`config.mk`:
```
export PLATFORM = sky130hd
export DESIGN_NAME = sobel_udiv_29ns_8ns
export DESIGN_NICKNAME = d
export VERILOG_FILES = /design/src/rtl/sobel_udiv_29ns_8ns.sv
export SDC_FILE = /design/constraint.sdc
export NUM_CORES = 1
export LEC_CHECK = 0
export ABC_CLOCK_PERIOD_IN_PS = 3550
export CORE_MARGIN = 5
export CORE_UTILIZATION = 45
export CTS_BUF_LIST = sky130_fd_sc_hd__clkbuf_4 sky130_fd_sc_hd__clkbuf_8 sky130_fd_sc_hd__clkbuf_16
export DETAILED_ROUTE_END_ITERATION = 7
export GPL_TIMING_DRIVEN = 0
export PLACE_DENSITY = 0.76
export REMOVE_ABC_BUFFERS = 1
export SYNTH_ARGS = -nofsm -noshare
export SYNTH_HDL_FRONTEND = slang
export SYNTH_SLANG_ARGS = --single-unit
export TNS_END_PERCENT = 100
```
`constraint.sdc`:
```
create_clock -name ap_clk -period 3.55 [get_ports ap_clk]
set_input_delay 0.5325 -clock ap_clk [delete_from_list [all_inputs] [get_ports ap_clk]]
set_output_delay 0.5325 -clock ap_clk [all_outputs]
set_load 0.05 [all_outputs]
```
`src/rtl/sobel_udiv_29ns_8ns.sv`:
```
// Iterative radix-2 restoring divider, one quotient bit per clock.
// Valid/ready on both sides; one operation in flight at a time.
module sobel_udiv_29ns_8ns #(
   parameter int DIVIDEND_WIDTH = 29,
   parameter int DIVISOR_WIDTH  = 8
) (
   input  logic                      ap_clk,
   input  logic                      ap_rst,
   input  logic                      in_valid,
   output logic                      in_ready,
   input  logic [DIVIDEND_WIDTH-1:0] din0,
   input  logic [DIVISOR_WIDTH-1:0]  din1,
   output logic                      out_valid,
   input  logic                      out_ready,
   output logic [DIVIDEND_WIDTH-1:0] quot,
   output logic [DIVISOR_WIDTH-1:0]  rem,
   output logic                      div_by_zero
);

   localparam int N  = DIVIDEND_WIDTH;
   localparam int M  = DIVISOR_WIDTH;
   localparam int CW = $clog2(N);

   typedef enum logic [1:0] {IDLE, CALC, DONE} state_t;

   state_t          state_q;
   logic [N-1:0]    shift_q;
   logic [N-1:0]    quot_q;
   logic [M-1:0]    div_q;
   logic [M-1:0]    rem_q;
   logic [M:0]      prem_q;
   logic [CW-1:0]   count_q;
   logic            out_valid_q;
   logic            dbz_q;

   logic [M:0]      t_d;
   logic [M:0]      prem_d;
   logic            bit_d;
   logic [N-1:0]    shift_d;

   // Partial remainder carries one extra bit so the compare cannot wrap.
   always_comb begin
      t_d     = {prem_q[M-1:0], shift_q[N-1]};
      bit_d   = (t_d >= {1'b0, div_q});
      prem_d  = bit_d ? (t_d - {1'b0, div_q}) : t_d;
      shift_d = {shift_q[N-2:0], bit_d};
   end

   always_ff @(posedge ap_clk) begin
      if (ap_rst) begin
         state_q     <= IDLE;
         shift_q     <= '0;
         quot_q      <= '0;
         div_q       <= '0;
         rem_q       <= '0;
         prem_q      <= '0;
         count_q     <= '0;
         out_valid_q <= 1'b0;
         dbz_q       <= 1'b0;
      end else begin
         unique case (state_q)
            IDLE: begin
               if (in_valid) begin
                  shift_q <= din0;
                  div_q   <= din1;
                  prem_q  <= '0;
                  count_q <= '0;
                  if (din1 == '0) begin
                     state_q     <= DONE;
                     out_valid_q <= 1'b1;
                     quot_q      <= '1;
                     rem_q       <= '0;
                     dbz_q       <= 1'b1;
                  end else begin
                     state_q <= CALC;
                  end
               end
            end
            CALC: begin
               shift_q <= shift_d;
               prem_q  <= prem_d;
               if (count_q == CW'(N - 1)) begin
                  state_q     <= DONE;
                  out_valid_q <= 1'b1;
                  quot_q      <= shift_d;
                  rem_q       <= prem_d[M-1:0];
                  dbz_q       <= 1'b0;
               end else begin
                  count_q <= count_q + CW'(1);
               end
            end
            DONE: begin
               if (out_ready) begin
                  state_q     <= IDLE;
                  out_valid_q <= 1'b0;
               end
            end
            default: state_q <= IDLE;
         endcase
      end
   end

   assign in_ready    = !ap_rst && (state_q == IDLE);
   assign out_valid   = out_valid_q;
   assign quot        = quot_q;
   assign rem         = rem_q;
   assign div_by_zero = dbz_q;

   a_rem_lt_div: assert property (
      @(posedge ap_clk) disable iff (ap_rst)
      (state_q != IDLE && div_q != '0) |-> (prem_q < {1'b0, div_q})
   );

endmodule
```
==> impl_metrics.toml <==
[placement]
dp.cells = 635
portBuffers = 80
gp_congestion = 0.864
post-place-ws_ns = 0.450
dp.final_hpwl_um = 6540

[yosys]
synth-xor-area-share_pct = 1.50
synth_top_family_by_area = "compound AO/OA/AOI/OAI gates"
synth_mux_area_share_pct = 0.978
synth_edf_count = 0
synth_flop_cell = "dfxtp_1"
synthArstFlopShare_pct = 0
synth_area_per_cell_um2 = 8.56
synth.ff_latch_count = 91
netlist_instances = 478
synth_compound_area_share_pct = 22.7
yosysWarningCount = 0
synth_area_leaders = "dfxtp_1 44%, nand2_1 8.7%, a311oi_1 6.6%, nor2_1 6.6%, a211oi_2 6.4%"
synth_top_cell_area_share_pct = 44.5
netlist-cell-type-count = 51
yosysSeqAreaShare_pct = 44.5
yosys.area_share.simple_pct = 21.6
synth_adder_area_share_pct = 3.55
synth_top_area_cell = "dfxtp_1"
syn_area_um2 = 4090

[finish]
layout_common_cells = "94 x nand2_1, 91 x dfxtp_1, 79 x clkdlybuf4s50_1, 72 x nor2_1, 31 x a311oi_1"
antenna_cells = 0
postLayoutCoreUtil_pct = 58.3
final_nets = 590
syn2layout_area_growth_pct = 25.4
final_cells = 651
layout-drive-gt1-share_pct = 9.58
mostFrequentLayoutCell = "nand2_1"

[clock_tree]
clock-sinks = 91
cts.clk_slew.worst_paths_ns = 0.10
post-cts-setup-buffer-count = 0
cts_buffers = 9
worstSkewPairLatency_ns = 0.35
cts_buffer_depth = 2
cts_tree = "done"
holdBufCountCts = 0
cts_resized = 0
clockRootBuffer = "clkbuf_8"
cts_max_level = 3

[global_routing]
grt_usage_pct = 17.1
antenna_found_initial = 0
grt_pass1_vias = 3430
grt_first_pass_wirelength_um = 16000
grt_max_degree = 87
grt_overflow = 0

[pwr]
powerDensity_nw_per_um2 = 447
swShare_pct = 30.0
power_switching_uw = 689
vdd_ir_drop_max_v = 0.000241
pwr-share-seq_pct = 48.1
p_comb_share_pct = 20.5
total_power_mw = 2.29
internal-power_mw = 1.61
p_clk_share_pct = 31.4
leakage_nw = 1.81

[floorplanning]
die_area_um2 = 11100
row_count = 34
initial_core_util_pct = 46.5
ioPinCount = 81
die_w_um = 105
die_h_um = 105
core_area_um2 = 8810

[route]
vias_per_cell = 5.43
wire_per_inst_um = 14.6
drtPass1Iterations = 4
num_vias = 3536
ant_nets = 0
drt_iter0_markers = 115
drc = 0
drt_wl_total_um = 9520

[critical_path]
cp.required_ns = 3.82
rrSetupSlack_ns = 1.11
cp_max_fo = 64
rr_worst_depth = 6
r2r_end = "quot[0]"
setup.worst_path.class = "in -> reg"
critPathArrivalTime_ns = 3.02
timing.rr.start = "state_q[1]"
cp-start-kind = "primary input"
critPathCaptureType = "flip-flop"

[outcome]
status = "complete, no violations"

[sta]
post-route-min-period_ns = 2.75
fin_worst_skew_ns = 0.00925
worstMarginPinSlew_ns = 0.986
hold_viol = 0
fin_crit_sh_pct = 77.5
drv_slew = 0
rsz0062_at_grt = "no"
max_freq_mhz = 363
relSlewSlack_pct = 34.3
hold_slack_ns = 0.457
final.setup.worst_slack_ns = 0.798
setup_viol_count_final = 0

[worst_hold_path]
min_from = "rem[0]"
min_path_cells = 2
min_to = "rem[0]"
hold_path_class = "reg -> reg"

[run]
max_cap_viol_count = 0
-- layout make-up --
| cell class | instances | area, um^2 |
|---|---|---|
| inverter | 14 | 52.6 |
| sequential | 91 | 1820 |
| timing repair buffer | 83 | 856 |
| tap | 108 | 135 |
| clock inverter | 6 | 73.8 |
| fill | 819 | 3670 |
| clock buffer | 10 | 131 |
| multi-input combinational | 339 | 2060 |
-- stage by stage --
step           TNS, ns  instance area (um^2)
2_1_floorplan        0                  3930
4_1_cts              0                  5130
5_1_grt              0                  5130
6_report             0                  5130
3_5_place_dp         0                  4930
3_3_place_gp    -25.92                  4870
-- how the worst max path moves through the flow --
stage / cells after the start / slack (ns) / from / to
3_5_place_dp: 7 / 0.45 / in_valid / quot[0]
3_3_place_gp: 3 / -1.27 / ap_rst / in_ready
4_1_cts: 7 / 0.82 / in_valid / quot[0]
2_1_floorplan: 5 / 1.02 / in_valid / quot[0]
6_report: 7 / 0.80 / in_valid / quot[0]
5_1_grt: 7 / 0.57 / in_valid / quot[24]
-- logic make-up after synthesis --
logic type	Yosys count
and+or+nand+nor	204
AOI/OAI and AO/OA	113
adders and majority gates	11
muxes	4
buffers and inverters	48
xor gates and xnor gates	7
DFF	91
-- power groups by stage --
stage	sequential, mW	combinational (mW)	clock (mW)
after floorplan	1.12	0.308	0
after global placement	1.13	0.453	0
after detailed placement	1.13	0.468	0
after CTS	1.10	0.470	0.739
after global routing	1.11	0.518	0.779
final	1.10	0.470	0.721
-- critical path, stage by stage --
cell	delay, ns
clkdlybuf4s50_1	0.53
nor3b_4	0.62
buf_8	0.23
nand3_2	0.11
nand2_4	0.59
nor2_1	0.08
a311oi_1	0.25
-- sequential cells by signal, indices dropped and copies added (netlist names) --
signal       cells
quot            29
shift_q         29
div_q            8
prem_q           8
rem              8
count_q          5
state_q          2
div_by_zero      1
out_valid        1
-- cell usage after synthesis, drive strengths merged (2+ instances only) --
cell    count
a211oi     32
inv        14
o21ai      12
a32oi       4
mux2i       4
ha         10
or2         2
nand3       7
nor2       72
dfxtp      91
buf        15
nand2      97
a21o        2
nor3        4
nor2b       6
xnor2       4
nor4        2
a21oi      20
nand2b      4
nand4       2
a31oi       3
clkbuf     19
a311oi     31
xor2        3
a22o        2
nor3b       2
-- layer usage --
metal	track usage [%]	vias to the layer above	share of wire, %
met1	21.7	1646	46
met2	28.5	78	48
met3	5.13	11	5.2
li1	-	1801	-
met4	4.59	0	1.0
met5	0	-	0
(Power assumes the default switching activity.)
